<file path="config.mk">
export PLATFORM = sky130hd
export DESIGN_NAME = note_player
export DESIGN_NICKNAME = d
export VERILOG_FILES = /design/src/rtl/note_player.sv
export SDC_FILE = /design/constraint.sdc
export NUM_CORES = 1
export LEC_CHECK = 0
export ABC_CLOCK_PERIOD_IN_PS = 8500
export CAP_MARGIN = 10
export CORE_MARGIN = 3
export CORE_UTILIZATION = 45
export CTS_CLUSTER_DIAMETER = 100
export CTS_CLUSTER_SIZE = 40
export DETAILED_ROUTE_END_ITERATION = 10
export GPL_TIMING_DRIVEN = 0
export PLACE_DENSITY = 0.62
export SETUP_SLACK_MARGIN = 0.15
export SYNTH_ARGS = -nofsm -noshare
export SYNTH_HDL_FRONTEND = slang
export SYNTH_SLANG_ARGS = --single-unit
</file>
<file path="constraint.sdc">
create_clock -name clk -period 8.5 [get_ports clk]
set_input_delay 1.7 -clock clk [delete_from_list [all_inputs] [get_ports clk]]
set_output_delay 1.7 -clock clk [all_outputs]
set_load 0.01 [all_outputs]
</file>
<file path="src/rtl/note_player.sv">
// note_player -- playback stage behind the note buffer.
//
// Requests one 6-bit note at a time, sounds it as a square wave for
// NOTE_CYCLES clocks, then stays silent for GAP_CYCLES clocks before it
// requests the next note.
//
// Ports:
//   clk       system clock
//   rst       synchronous, active-high reset
//   enable    playback mode; high = run the request/play/gap sequence
//   note_in   note code from the buffer, valid the cycle after note_req
//   note_req  one-cycle strobe asking the buffer for its next note
//   speaker   square-wave audio drive (registered)
//   cur_note  note currently being played, 0 outside PLAY
//   playing   high while in PLAY
//   oct_up    (only with NOTE_PLAYER_OCT_UP_EN) raise the note one octave
//
// Optional feature macro: NOTE_PLAYER_OCT_UP_EN
//
// Note coding: 0 = rest, 1..48 = C3..B6 (n-1 = 12*oct + semi),
// 49..63 are played as rest.
//
// state | meaning
// ------+-------------------------------------------------------------
// IDLE  | playback off, all outputs low
// REQ   | note_req high for this single cycle
// LOAD  | buffer presents note_in; latch note and its half period
// PLAY  | note sounding for NOTE_CYCLES clocks
// GAP   | silence for GAP_CYCLES clocks, then REQ (or IDLE)

module note_player #(
  parameter int CLK_HZ      = 100000000,
  parameter int NOTE_CYCLES = 25000000,
  parameter int GAP_CYCLES  = 2000000
) (
  input  logic       clk,
  input  logic       rst,
  input  logic       enable,
  input  logic [5:0] note_in,
`ifdef NOTE_PLAYER_OCT_UP_EN
  input  logic       oct_up,
`endif
  output logic       note_req,
  output logic       speaker,
  output logic [5:0] cur_note,
  output logic       playing
);

  // Half period (in clocks) of semitone semi in the lowest octave, rounded.
  function automatic logic [23:0] pitch_base(input int semi);
    real f;
    f = 220.0 * (2.0 ** ((semi - 9) / 12.0));
    return 24'($rtoi(real'(CLK_HZ) / (2.0 * f) + 0.5));
  endfunction

  localparam logic [23:0] PITCH [12] = '{
    pitch_base(0), pitch_base(1), pitch_base(2),  pitch_base(3),
    pitch_base(4), pitch_base(5), pitch_base(6),  pitch_base(7),
    pitch_base(8), pitch_base(9), pitch_base(10), pitch_base(11)
  };

  localparam logic [31:0] NOTE_LAST = 32'(NOTE_CYCLES - 1);
  localparam logic [31:0] GAP_LAST  = 32'(GAP_CYCLES - 1);

  typedef enum logic [2:0] {
    IDLE = 3'd0,
    REQ  = 3'd1,
    LOAD = 3'd2,
    PLAY = 3'd3,
    GAP  = 3'd4
  } state_t;

  state_t      state, state_next;
  logic [31:0] dur_cnt;
  logic [31:0] gap_cnt;
  logic [23:0] tone_cnt;
  logic [23:0] half_period;
  logic [5:0]  note_q;
  logic        rest_q;
  logic        speaker_q;

  logic [5:0]  idx;
  logic [1:0]  oct;
  logic [3:0]  semi;
  logic [23:0] hp_calc;
  logic        note_valid;

  // Half period for the note being presented on note_in.
  always_comb begin
    idx        = note_in - 6'd1;
    oct        = 2'(idx / 6'd12);
    semi       = 4'(idx % 6'd12);
    note_valid = (note_in != 6'd0) && (note_in <= 6'd48);
    hp_calc    = PITCH[semi] >> oct;
`ifdef NOTE_PLAYER_OCT_UP_EN
    if (oct_up) begin
      hp_calc = hp_calc >> 1;
      if (hp_calc == 24'd0) hp_calc = 24'd1;
    end
`endif
  end

  always_ff @(posedge clk) begin
    if (rst) state <= IDLE;
    else     state <= state_next;
  end

  always_comb begin
    state_next = state;
    note_req   = 1'b0;
    playing    = 1'b0;
    cur_note   = 6'd0;
    case (state)
      IDLE: if (enable) state_next = REQ;
      REQ: begin
        note_req   = 1'b1;
        state_next = LOAD;
      end
      LOAD: state_next = PLAY;
      PLAY: begin
        playing  = 1'b1;
        cur_note = note_q;
        if (dur_cnt == NOTE_LAST) state_next = GAP;
      end
      GAP: if (gap_cnt == GAP_LAST) state_next = enable ? REQ : IDLE;
      default: state_next = IDLE;
    endcase
    // Dropping enable abandons whatever is in flight.
    if (state != IDLE && !enable) state_next = IDLE;
  end

  always_ff @(posedge clk) begin
    if (rst) begin
      dur_cnt     <= 32'd0;
      gap_cnt     <= 32'd0;
      tone_cnt    <= 24'd0;
      half_period <= 24'd0;
      note_q      <= 6'd0;
      rest_q      <= 1'b0;
      speaker_q   <= 1'b0;
    end else begin
      case (state)
        LOAD: begin
          note_q      <= note_in;
          rest_q      <= !note_valid;
          half_period <= hp_calc;
          dur_cnt     <= 32'd0;
          tone_cnt    <= 24'd0;
          speaker_q   <= 1'b0;
        end
        PLAY: begin
          dur_cnt <= dur_cnt + 32'd1;
          gap_cnt <= 32'd0;
          if (tone_cnt == half_period - 24'd1) begin
            tone_cnt <= 24'd0;
            if (!rest_q) speaker_q <= !speaker_q;
          end else begin
            tone_cnt <= tone_cnt + 24'd1;
          end
        end
        GAP: gap_cnt <= gap_cnt + 32'd1;
        default: ;
      endcase
      // Speaker only ever sounds in PLAY; leaving PLAY silences it at once.
      if (state_next != PLAY) speaker_q <= 1'b0;
    end
  end

  assign speaker = speaker_q;

endmodule

</file>
-- After elaboration in Yosys (flattened, before gate mapping)
Memory sizes are Yosys's and may differ from the RTL's.
Cells that the tools add are included.
W data, S select, Z words.
- memories: 1
- output and inout bits: 9
- logic and storage cells: 60
- input port bits: 9
- bits in registers: 123
- bits in read-only memories: 384
- memory list (name ; depth ; bits a word ; rd ports ; clocked after memory_dff ; wr ports ; line ; text):
    (no name shown) ; 16 ; 24 ; 1 ; 0 ; 0 ; 94 ; hp_calc = PITCH[semi] >> oct;
- reduce and logical (&&, ||, !) cells: 12
- order comparisons: 2
- multiplexer cells: 18
- bitwise operators: 1
- add/sub/neg operators: 5
- equal/unequal tests: 10
- divide/modulo/power cells: 2
- shifts and indexed selects: 1
- operator list (operator ; number):
    $pmux W32 S2 ; 2
    $mux W24 ; 3
    $add A32 B1 Y32 const B ; 2
    $pmux W24 S2 ; 1
    $eq A32 B21 Y1 const B ; 1
    $eq A32 B25 Y1 const B ; 1
    $add A24 B1 Y24 const B ; 1
    $eq A24 B24 Y1 ; 1
    $shr A24 B2 Y24 ; 1
    $sub A24 B1 Y24 const B ; 1
    $pmux W3 S5 ; 1
    $mux W3 ; 4
    $div A6 B4 Y6 const B ; 1
    $eq A3 B2 Y1 const B ; 2
    $le A6 B6 Y1 const B ; 1
    $mod A6 B4 Y6 const B ; 1
    $mux W6 ; 1
    $reduce_bool A6 Y1 ; 1
    $sub A6 B1 Y6 const B ; 1
    $ge A5 B5 Y1 const B ; 1
    $mux W1 ; 5
    $not A4 Y5 ; 1
    $ne A2 B2 Y1 const B ; 2
    $reduce_bool A2 Y1 ; 2
    other kinds (10) ; 13

-- Longest topological paths before layout
Gate-level depths: netlist of run 1.
- word-level depth: 7
- gate-level depth with buffers: 14

-- Worst setup path after synthesis of run 1
No wires, ideal clock.
- path kind: in2reg
- start: input port note_in[0]
- end: register half_period[10]
- path buffers: 3
- cell stages on the path: 13
- data arrival time: 4.350 ns
- setup slack: 4.049 ns
- cells stage by stage: clkbuf_1 inv_1 ha_1 buf_2 nor2b_1 a31o_2 a2111oi_2 a21o_1 buf_2 nand3_1 a31oi_1 a31oi_1 o41ai_1
- word-level cells in the longest chain between the ends: 7
- RTL lines (what ; line ; text):
    start: declaration ; 39 ; input logic [5:0] note_in,
    $sub A6 B1 Y6 (*) ; 90 ; idx = note_in - 6'd1;
    $mod A6 B4 Y6 ; 92 ; semi = 4'(idx % 6'd12);
    $not A4 Y5 (implied by the code) ; 94 ;
    $mem_v2 Z16 W24 ; -- ;
    $mux W24 (implied by the code) (2 in a row) ; 94 ;
    $shr A24 B2 Y24 (*) ; 94 ;
    end signal: assignment ; 146 ; half_period <= hp_calc;
    end: declaration ; 77 ; logic [23:0] half_period;
Every way passes the cells marked *; elsewhere a longest branch is shown, timed or not. The select of a mux whose other input is x is not followed.
A chain may end at the register's enable or synchronous reset.

-- Worst setup path in the final report of run 1
- start: input port note_in[0]
- end: register half_period[8]
The elaborated chain is that of the path after synthesis.

==> results of run 1 <==
==> synthesized netlist by cell type, types with 8 or more instances <==
cell,instances,area share
nor2_1,124,0.060
dfxtp_1,118,0.31
nand2_1,108,0.052
a21oi_1,59,0.038
clkbuf_1,56,0.027
nand3_1,44,0.028
nor3_1,37,0.024
nand4_1,35,0.028
and3_1,27,0.022
o21ai_0,26,0.017
nor4_1,24,0.019
xor2_1,23,0.026
xnor2_1,21,0.024
inv_1,20,0.0097
a211oi_1,17,0.016
or3_1,13,0.011
nor2b_1,12,0.0097
o21a_1,12,0.012
nand2b_1,11,0.0089
a21o_1,10,0.0097
a22oi_1,10,0.0097
ha_1,10,0.016
nor3b_1,10,0.0097
o211ai_1,10,0.0097
mux2i_1,9,0.012
a31oi_1,8,0.0065
and2_1,8,0.0065
and4_1,8,0.0091
buf_2,8,0.0052
nand3b_1,8,0.0078
o22ai_1,8,0.0065
==> report_power, final <==
group	switching (mW)	total [mW]	leakage [nW]	internal (mW)
clock network	0.294	0.708	0.281	0.414
logic	0.249	0.403	1.83	0.154
registers	0.0164	0.585	0.953	0.569
==> flip-flops by register name, indices dropped and copies added (netlist names) <==
| signal | flops |
|---|---|
| gap_cnt | 32 |
| rest_q | 1 |
| speaker | 1 |
| tone_cnt | 24 |
| half_period | 19 |
| dur_cnt | 32 |
| state | 3 |
| note_q | 6 |
==> layout make-up <==
cell class,count,share of cell area
Timing Repair Buffer,16,0.01829
Sequential cell,118,0.2698
Inverter,20,0.008573
Buffer,72,0.03329
Clock inverter,15,0.01772
Multi-Input combinational cell,819,0.5724
Tap cell,220,0.03143
Clock buffer,17,0.04858
==> worst reg2reg max path, stage by stage, from the launching register on <==
cell and delay, ns:
dfxtp_1 0.42, inv_1 0.10, ha_1 0.13, buf_2 0.18
nor3b_1 0.58, and3_1 0.25, clkbuf_1 0.21, and4_1 0.23
o22a_1 0.15, nand4_1 0.23, nor3_4 0.45, buf_4 0.27
nor3b_1 0.08, o21a_1 0.20
==> cell usage in the layout (no fill, tap or decap), types with 24 or more instances in the layout <==
cell type,netlist,layout
nand2_1,108,108
nand3_1,44,44
nand4_1,35,35
and3_1,27,27
nor4_1,24,24
dfxtp_1,118,118
clkbuf_1,56,56
nor3_1,37,37
a21oi_1,59,59
o21ai_0,26,26
nor2_1,124,124
==> path summary, 6_finish.rpt <==
check                 startpoint        endpoint  cells after the start
setup / recovery      note_in[0]  half_period[8]                     14
hold / removal         note_q[1]       note_q[1]                      2
setup reg to reg  half_period[0]    tone_cnt[12]                     13
hold reg to reg        note_q[1]       note_q[1]                      2
==> logic make-up (layout without fill, tap and decap cells) <==
family / Yosys count / in the layout
AOI/OAI and AO/OA: 241 / 241
muxes: 18 / 18
adders and majority gates: 10 / 10
and+or+nand+nor: 506 / 506
buffers and inverters: 92 / 140
xor gates and xnor gates: 44 / 44
DFF: 118 / 118
==> per-layer routing <==
| layer | global-route usage | wire (um) | vias up |
|---|---|---|---|
| met5 | 0 | 0 | - |
| met4 | 0.08315 | 503 | 0 |
| li1 | - | - | 3876 |
| met1 | 0.3246 | 10440 | 3656 |
| met3 | 0.04191 | 880 | 39 |
| met2 | 0.3651 | 9714 | 188 |
==> through the flow <==
stage / worst slack [ns] / area (um2)
floorplan: 4.049 / 7741
global placement: 2.495 / 8177
detailed placement: 2.564 / 8177
CTS: 2.990 / 8757
global route: 2.463 / 8757
finish: 2.896 / 8757
==> results.sh, run 1 <==
export IMPL_gp_congestion=0.9373
export IMPL_start_kind="input port"
export IMPL_synth_top_family_by_area="simple AND/OR/NAND/NOR gates"
export IMPL_cp_end_kind="flip-flop"
export IMPL_antenna_found_initial=0
export IMPL_slowest_delay_ns=0.61
export IMPL_dp_cells=1265
export IMPL_grt_max_degree=17
export IMPL_fin_nets=1083
export IMPL_clk_latency_ns=0.42
export IMPL_grt_pass1_wl_um=35620
export IMPL_ys_seq_area_frac=0.3052
export IMPL_slowest_stage="clkdlybuf4s50_1"
export IMPL_drc_errors=0
export IMPL_total_power_mw=1.697
export IMPL_cts_buffers=17
export IMPL_clockBufferDepth=2
export IMPL_io_buffers=16
export IMPL_p_per_area_nw_per_um2=193.7
export IMPL_firstDrtPassIters=5
export IMPL_timing_fmax_mhz=178.5
export IMPL_syn_num_nets=1048
export IMPL_worstHoldPathType="reg -> reg"
export IMPL_slew_violations=0
export IMPL_grt_overflow_total=0
export IMPL_cts_resized=0
export IMPL_critical_path_class="in -> reg"
export IMPL_drive_gt1_frac=0.06407
export IMPL_cts_clk_slew_worst_paths_ns=0.06
export IMPL_die_y_um=137.2
export IMPL_htreeDepth=4
export IMPL_synthFlopType="dfxtp_1"
export IMPL_post_route_util=0.5243
export IMPL_setup_violations=0
export IMPL_fin_hold_ws_ns=0.4493
export IMPL_finalHoldViolCount=0
export IMPL_dr_first_iter_drc_count=594
export IMPL_postRouteAntennaNets=0
export IMPL_grtUsageTotal=0.2342
export IMPL_synth_adder_area_share=0.01616
export IMPL_setup_tns_ns=0
export IMPL_synth_area_um2=7741
export IMPL_fillCellCount=1705
export IMPL_fin_skew_ns=0.01042
export IMPL_grt_pass1_vias=7107
export IMPL_synth_cells=1029
export IMPL_critPathArrivalTime_ns=5.94
export IMPL_timing_final_crit_share=0.6593
export IMPL_io_pins=18
export IMPL_ir_drop_uv=146.1
export IMPL_drt_total_wl_um=21530
export IMPL_p_leak_nw=3.065
export IMPL_synth_xor_area_share=0.04978
export IMPL_tightest_slew_ns=0.7798
export IMPL_max_cap_violations=0
export IMPL_ctsHoldBuffers=0
export IMPL_cts_setup_buffers=0
export IMPL_ys_types=84
export IMPL_die_area_um2=18810
export IMPL_register_area_um2=2362
export IMPL_cts_root_buffer_cell="clkbuf_16"
export IMPL_num_rows=47
export IMPL_worst_path_dominant_cell_family="buffers and inverters"
export IMPL_period_minus_slack_ns=5.604
export IMPL_viasPerCell=5.982
export IMPL_hpwl_um=15630
export IMPL_start_util=0.4635
export IMPL_slew_headroom=0.4801
export IMPL_multi_input_area_um2=5012
export IMPL_rsz0062_at_grt="false"
export IMPL_worstPathRequired_ns=8.84
export IMPL_status="complete, no violations"
export IMPL_fin_cells=1297
export IMPL_ys_async_sr_fraction=0
export IMPL_path_cells="clkdlybuf4s50_1, clkbuf_1, inv_1, ha_1, buf_2, clkbuf_1, nor3_1, a2bb2oi_1, a32oi_1, nand3_1, a211oi_1, a2bb2oi_1, a221oi_1, nor3_1"
export IMPL_num_vias=7759
export IMPL_clock_sinks=118
export IMPL_syn_area_per_cell_um2=7.523
export IMPL_wire_per_inst_um=16.60
export IMPL_ys_ff_latch=118
export IMPL_ys_warn_count=0
export IMPL_synth_edf_count=0
export IMPL_crit_fanout=10
export IMPL_cp_num_buf_inv=5
export IMPL_synth_simple_area_share=0.3412
export IMPL_syn2layout_area_growth_pct=13.12
export IMPL_die_w_um=137.2
export IMPL_fp_coreArea_um2=16700
export IMPL_synth_compound_area_share=0.2156
export IMPL_n_antenna_cell=0
export IMPL_cts_tree="built"
export IMPL_reg2reg_setup_slack_ns=4.92
export IMPL_yosys_mux_area_fraction=0.02473
Power figures use the tool's default switching activity.
==> inputs of run 2 (changes only) <==
--- a/config.mk
+++ b/config.mk
@@ -5,7 +5,7 @@
 export SDC_FILE = /design/constraint.sdc
 export NUM_CORES = 1
 export LEC_CHECK = 0
-export ABC_CLOCK_PERIOD_IN_PS = 8500
+export ABC_CLOCK_PERIOD_IN_PS = 4600
 export CAP_MARGIN = 10
 export CORE_MARGIN = 3
 export CORE_UTILIZATION = 45
@@ -13,7 +13,7 @@
 export CTS_CLUSTER_SIZE = 40
 export DETAILED_ROUTE_END_ITERATION = 10
 export GPL_TIMING_DRIVEN = 0
-export PLACE_DENSITY = 0.62
+export PLACE_DENSITY = 0.64
 export SETUP_SLACK_MARGIN = 0.15
 export SYNTH_ARGS = -nofsm -noshare
 export SYNTH_HDL_FRONTEND = slang
==> constraint.sdc (replaced) <==
create_clock -name clk -period 4.6 [get_ports clk]
set_input_delay 0.92 -clock clk [delete_from_list [all_inputs] [get_ports clk]]
set_output_delay 0.92 -clock clk [all_outputs]
set_load 0.01 [all_outputs]
==> run 2 against run 1 <==
  * First-iteration DRC count fell by 9.6%
  * Clock power rose by 75%
  * Global-route usage is 0.61 points lower
  * Via count down 0.90%
  * Cell count is essentially flat
  * Non-clock buffer count increased by 1
  * Sequential power up 85%
  * Register-to-register slack worse by 3.8 ns
  * Largest cell class unchanged
==> results.sh, run 2 (same netlist as run 1, synthesis figures left out) <==
export IMPL_io_buffers=16
export IMPL_mostFrequentLayoutCell="nor2_1"
export IMPL_crit_fanout=10
export IMPL_antenna_found_initial=0
export IMPL_io_pins=18
export IMPL_viasPerCell=5.924
export IMPL_grt_overflow_total=0
export IMPL_start_util=0.4635
export IMPL_fin_skew_ns=0.01196
export IMPL_place_worst_setup_slack_ns=-0.5682
export IMPL_reg2reg_to="tone_cnt[10]"
export IMPL_tightest_slew_ns=0.7661
export IMPL_critical_path_class="in -> reg"
export IMPL_critPathArrivalTime_ns=4.59
export IMPL_cp_end_kind="flip-flop"
export IMPL_ir_drop_uv=274.1
export IMPL_top_regs="dur_cnt: 32 flops, gap_cnt: 32 flops, tone_cnt: 24 flops"
export IMPL_fillCellCount=1667
export IMPL_n_antenna_cell=0
export IMPL_finalHoldViolCount=0
export IMPL_htreeDepth=4
export IMPL_grtUsageTotal=0.2280
export IMPL_setup_slack_ns=0.3000
export IMPL_slew_violations=0
export IMPL_period_minus_slack_ns=4.300
export IMPL_hold_path_end="note_q[5]"
export IMPL_p_per_area_nw_per_um2=349.3
export IMPL_cts_tree="built"
export IMPL_die_y_um=137.2
export IMPL_rsz0062_at_grt="true"
export IMPL_start_kind="input port"
export IMPL_drt_total_wl_um=21370
export IMPL_placed_area_um2=8177
export IMPL_post_route_util=0.5275
export IMPL_r2r_start="half_period[0]"
export IMPL_drive_gt1_frac=0.07607
export IMPL_worstHoldPathType="reg -> reg"
export IMPL_cts_root_buffer_cell="clkbuf_16"
export IMPL_ctsHoldBuffers=0
export IMPL_wire_per_inst_um=16.46
export IMPL_slew_headroom=0.4874
export IMPL_fin_nets=1084
export IMPL_setup_violations=0
export IMPL_dr_first_iter_drc_count=537
export IMPL_worstPathRequired_ns=4.89
export IMPL_layout_common_cells="124 x nor2_1, 118 x dfxtp_1, 108 x nand2_1"
export IMPL_gp_congestion=0.9009
export IMPL_clock_sinks=118
export IMPL_clockBufferDepth=2
export IMPL_grt_max_degree=17
export IMPL_hpwl_um=15280
export IMPL_r2r_cells=13
export IMPL_crit_start="note_in[0]"
export IMPL_grt_pass1_vias=6917
export IMPL_timing_fmax_mhz=232.6
export IMPL_cts_clk_slew_worst_paths_ns=0.06
export IMPL_hp_start="note_q[5]"
export IMPL_postRouteAntennaNets=0
export IMPL_clk_latency_ns=0.43
export IMPL_grt_pass1_wl_um=34820
export IMPL_design_area_um2=8810
export IMPL_timing_final_crit_share=0.9348
export IMPL_reg2reg_setup_slack_ns=1.07
export IMPL_drc_errors=0
export IMPL_cts_buffers=17
export IMPL_hold_path_depth=2
export IMPL_fp_coreArea_um2=16700
export IMPL_status="complete, no violations"
export IMPL_num_rows=47
export IMPL_num_vias=7689
export IMPL_syn2layout_area_growth_pct=13.80
export IMPL_die_area_um2=18810
export IMPL_firstDrtPassIters=5
export IMPL_p_leak_nw=3.079
export IMPL_max_cap_violations=0
export IMPL_die_w_um=137.2
[run 2: changes by cell type in the layout (fill, tap and decap cells not counted), sizes merged]
cell	before	now
clkinvlp	2	3
clkinv	1	3
inv	31	28
bufinv	1	0
buf	16	18
[run 2: worst max-delay path, cell delays in order]
cell	delay [ns]
clkdlybuf4s50_1	0.62
clkbuf_4	0.29
inv_1	0.10
ha_1	0.21
buf_2	0.17
nor2b_1	0.19
a31o_2	0.30
a2111oi_4	0.47
a21o_1	0.27
buf_2	0.27
o21ai_0	0.15
a2bb2oi_2	0.18
a221oi_1	0.35
nor3_1	0.09
[run 2: worst max path at each step]
stage,slack (ns),endpoint,cells after the start
CTS,0.16,half_period[8],13
global placement,-0.62,half_period[8],14
finish,0.30,half_period[8],14
global route,0.08,half_period[8],14
detailed placement,-0.57,half_period[15],14
floorplan,0.93,half_period[10],13
[run 2: what timing repair did]
| action | 4_1_cts | 5_1_grt |
|---|---|---|
| setup endpoints to repair | 17 | 17 |
| gates resized for setup | 4 | 18 |
| hold endpoints to repair | 0 | 0 |
| buffers inserted | 0 | 1 |
| pin swaps | 0 | 1 |
[run 2: area by class of cell]
cell class	count	area, um2	share of cell area
Timing Repair Buffer	17	167.7	0.01903
Clock inverter	14	115.1	0.01307
Inverter	20	75.07	0.008522
Buffer	72	301.5	0.03423
Multi-Input combinational cell	819	5084	0.5770
Sequential cell	118	2362	0.2681
Tap cell	220	275.3	0.03125
Clock buffer	18	429.2	0.04871
[run 2: per-stage QoR]
| stage | setup TNS (ns) | power [mW] | cells | hold slack, ns |
|---|---|---|---|---|
| after detailed placement | -7.584 | 1.837 | 1265 | 0.4446 |
| after global routing | 0 | 3.220 | 1298 | 0.4673 |
| after CTS | 0 | 3.069 | 1297 | 0.4529 |
| after global placement | -8.002 | 1.835 | 1265 | 0.4399 |
| after floorplan | 0 | 1.660 | 1029 | 0.4319 |
| final | 0 | 3.077 | 1298 | 0.4517 |
[run 2: where the power goes]
part | switching, mW | internal, mW
Sequential | 0.0301 | 1.05
Clock | 0.536 | 0.700
Combinational | 0.465 | 0.293
Total | 1.03 | 2.05
[run 2: per-layer routing]
layer  up-vias  GRT usage  part of all wire
li1       3882          -                 -
met1      3618     0.3244              0.50
met2       165     0.3556              0.45
met3        24    0.03529             0.037
met4         0    0.06874             0.014
met5         -          0                 0
==> inputs of run 3 (changes only) <==
--- a/config.mk
+++ b/config.mk
@@ -8,12 +8,12 @@
 export ABC_CLOCK_PERIOD_IN_PS = 4600
 export CAP_MARGIN = 10
 export CORE_MARGIN = 3
-export CORE_UTILIZATION = 45
+export CORE_UTILIZATION = 57
 export CTS_CLUSTER_DIAMETER = 100
 export CTS_CLUSTER_SIZE = 40
 export DETAILED_ROUTE_END_ITERATION = 10
 export GPL_TIMING_DRIVEN = 0
-export PLACE_DENSITY = 0.64
+export PLACE_DENSITY = 0.78
 export SETUP_SLACK_MARGIN = 0.15
 export SYNTH_ARGS = -nofsm -noshare
 export SYNTH_HDL_FRONTEND = slang
==> run 3 against run 2 <==
  * Combinational power fell by 0.8%
  * Worst setup slack improved by 0.056 ns
  * Clock-buffer cell count unchanged
  * Sequential share of layout area increased by 0.065 points
  * Critical path depth did not move
  * Critical endpoint is now half_period[9]
  * Largest cell class unchanged
==> results.sh, run 3 (same netlist as run 1, synthesis figures left out) <==
export IMPL_timing_fmax_mhz=235.6
export IMPL_cts_clk_slew_worst_paths_ns=0.06
export IMPL_start_util=0.5988
export IMPL_grt_pass1_wl_um=34900
export IMPL_fp_coreArea_um2=12930
export IMPL_period_minus_slack_ns=4.244
export IMPL_drive_gt1_frac=0.07521
export IMPL_crit_fanout=10
export IMPL_htreeDepth=4
export IMPL_wire_per_inst_um=16.71
export IMPL_cts_tree="built"
export IMPL_num_vias=7943
export IMPL_clockBufferDepth=2
export IMPL_num_rows=41
export IMPL_dr_first_iter_drc_count=687
export IMPL_start_kind="input port"
export IMPL_syn2layout_area_growth_pct=13.53
export IMPL_worstPathRequired_ns=4.94
export IMPL_r2r_start="half_period[0]"
export IMPL_fin_cells=1249
export IMPL_top_regs="dur_cnt: 32 flops, gap_cnt: 32 flops, tone_cnt: 24 flops"
export IMPL_grt_max_degree=17
export IMPL_drc_errors=0
export IMPL_total_power_mw=3.191
export IMPL_r2r_cells=13
export IMPL_place_worst_setup_slack_ns=-0.5781
export IMPL_rsz0062_at_grt="false"
export IMPL_antenna_found_initial=0
export IMPL_worstHoldPathType="reg -> reg"
export IMPL_die_area_um2=15010
export IMPL_cp_end_kind="flip-flop"
export IMPL_slew_headroom=0.4797
export IMPL_setup_slack_ns=0.3563
export IMPL_critical_path_class="in -> reg"
export IMPL_die_w_um=122.5
export IMPL_hpwl_um=14790
export IMPL_reg2reg_setup_slack_ns=0.96
export IMPL_fin_nets=1083
export IMPL_grt_pass1_vias=7329
export IMPL_finalHoldViolCount=0
export IMPL_firstDrtPassIters=6
export IMPL_dp_cells=1217
export IMPL_critPathArrivalTime_ns=4.58
export IMPL_postRouteAntennaNets=0
export IMPL_hold_path_depth=2
export IMPL_layout_common_cells="124 x nor2_1, 118 x dfxtp_1, 108 x nand2_1"
export IMPL_hold_path_end="note_q[2]"
export IMPL_die_y_um=122.5
export IMPL_gp_congestion=0.9584
export IMPL_slew_violations=0
export IMPL_clk_latency_ns=0.43
export IMPL_reg2reg_to="tone_cnt[9]"
export IMPL_p_leak_nw=3.108
export IMPL_viasPerCell=6.359
export IMPL_p_per_area_nw_per_um2=363.1
export IMPL_clock_sinks=118
export IMPL_setup_tns_ns=0
export IMPL_grtUsageTotal=0.2863
export IMPL_cts_buffers=17
export IMPL_cts_root_buffer_cell="clkbuf_16"
export IMPL_ir_drop_uv=292.3
export IMPL_n_antenna_cell=0
export IMPL_timing_final_crit_share=0.9225
export IMPL_mostFrequentLayoutCell="nor2_1"
export IMPL_hp_start="note_q[2]"
export IMPL_max_cap_violations=0
export IMPL_ctsHoldBuffers=0
export IMPL_io_buffers=16
export IMPL_tightest_slew_ns=0.7775
export IMPL_grt_overflow_total=0
export IMPL_fin_skew_ns=0.007526
export IMPL_status="complete, no violations"
export IMPL_setup_violations=0
export IMPL_io_pins=18
export IMPL_drt_total_wl_um=20870
## run 3: changes by cell type in the layout (fill, tap and decap cells not counted), sizes merged
cell,previous run,this run
buf,18,16
bufinv,0,2
clkbuf,73,74
clkinv,3,6
clkinvlp,3,1
inv,28,25
## run 3: repair_timing
action	4_1_cts	5_1_grt
gates resized for setup	4	16
buffers inserted	0	0
endpoints found under the setup margin	16	19
pin swaps	0	1
## run 3: worst max path at each step
stage	startpoint	end	slack [ns]	cells after the start
after floorplan	note_in[0]	half_period[10]	0.93	13
after global placement	note_in[0]	half_period[15]	-0.58	14
after detailed placement	note_in[0]	half_period[15]	-0.58	14
after CTS	note_in[0]	half_period[4]	0.18	15
after global routing	note_in[0]	half_period[9]	0.16	14
final	note_in[0]	half_period[9]	0.36	14
## run 3: worst max-delay path, stage by stage
cell,delay (ns)
clkdlybuf4s50_1,0.63
clkbuf_4,0.29
inv_1,0.10
ha_1,0.20
buf_2,0.17
nor2b_1,0.19
o211a_1,0.27
o41ai_4,0.43
a21o_1,0.31
buf_2,0.26
nand3_1,0.19
a31oi_1,0.31
o22ai_1,0.13
nor3_1,0.19
## run 3: area by class of cell
class | count | area, um2
buffer | 72 | 301.5
clock buffer | 18 | 439.2
clock inverter | 14 | 166.4
fill | 1163 | 4139
inverter | 20 | 75.07
multi-input combinational | 819 | 5069
sequential | 118 | 2362
tap | 172 | 215.2
timing repair buffer | 16 | 160.2
## run 3: metal layers
metal,GRT usage,part of all wire,wire length (um),vias up
met4,0.1225,0.028,576,0
met1,0.3840,0.46,9604,3735
met2,0.4528,0.45,9487,277
li1,-,-,-,3882
met5,0,0,0,-
met3,0.05161,0.058,1205,49
## run 3: per-stage QoR
stage / hold WS, ns / util / instance area [um2]
5_1_grt: 0.4740 / 0.6798 / 8788
3_5_place_dp: 0.4446 / 0.6279 / 8117
2_1_floorplan: 0.4319 / - / 7741
6_report: 0.4506 / 0.6798 / 8788
4_1_cts: 0.4529 / 0.6759 / 8737
3_3_place_gp: 0.4377 / 0.6279 / 8117
## run 3: power breakdown
| group | internal [mW] | switching (mW) |
|---|---|---|
| clock | 0.826 | 0.531 |
| combinational | 0.290 | 0.463 |
| sequential | 1.05 | 0.0302 |
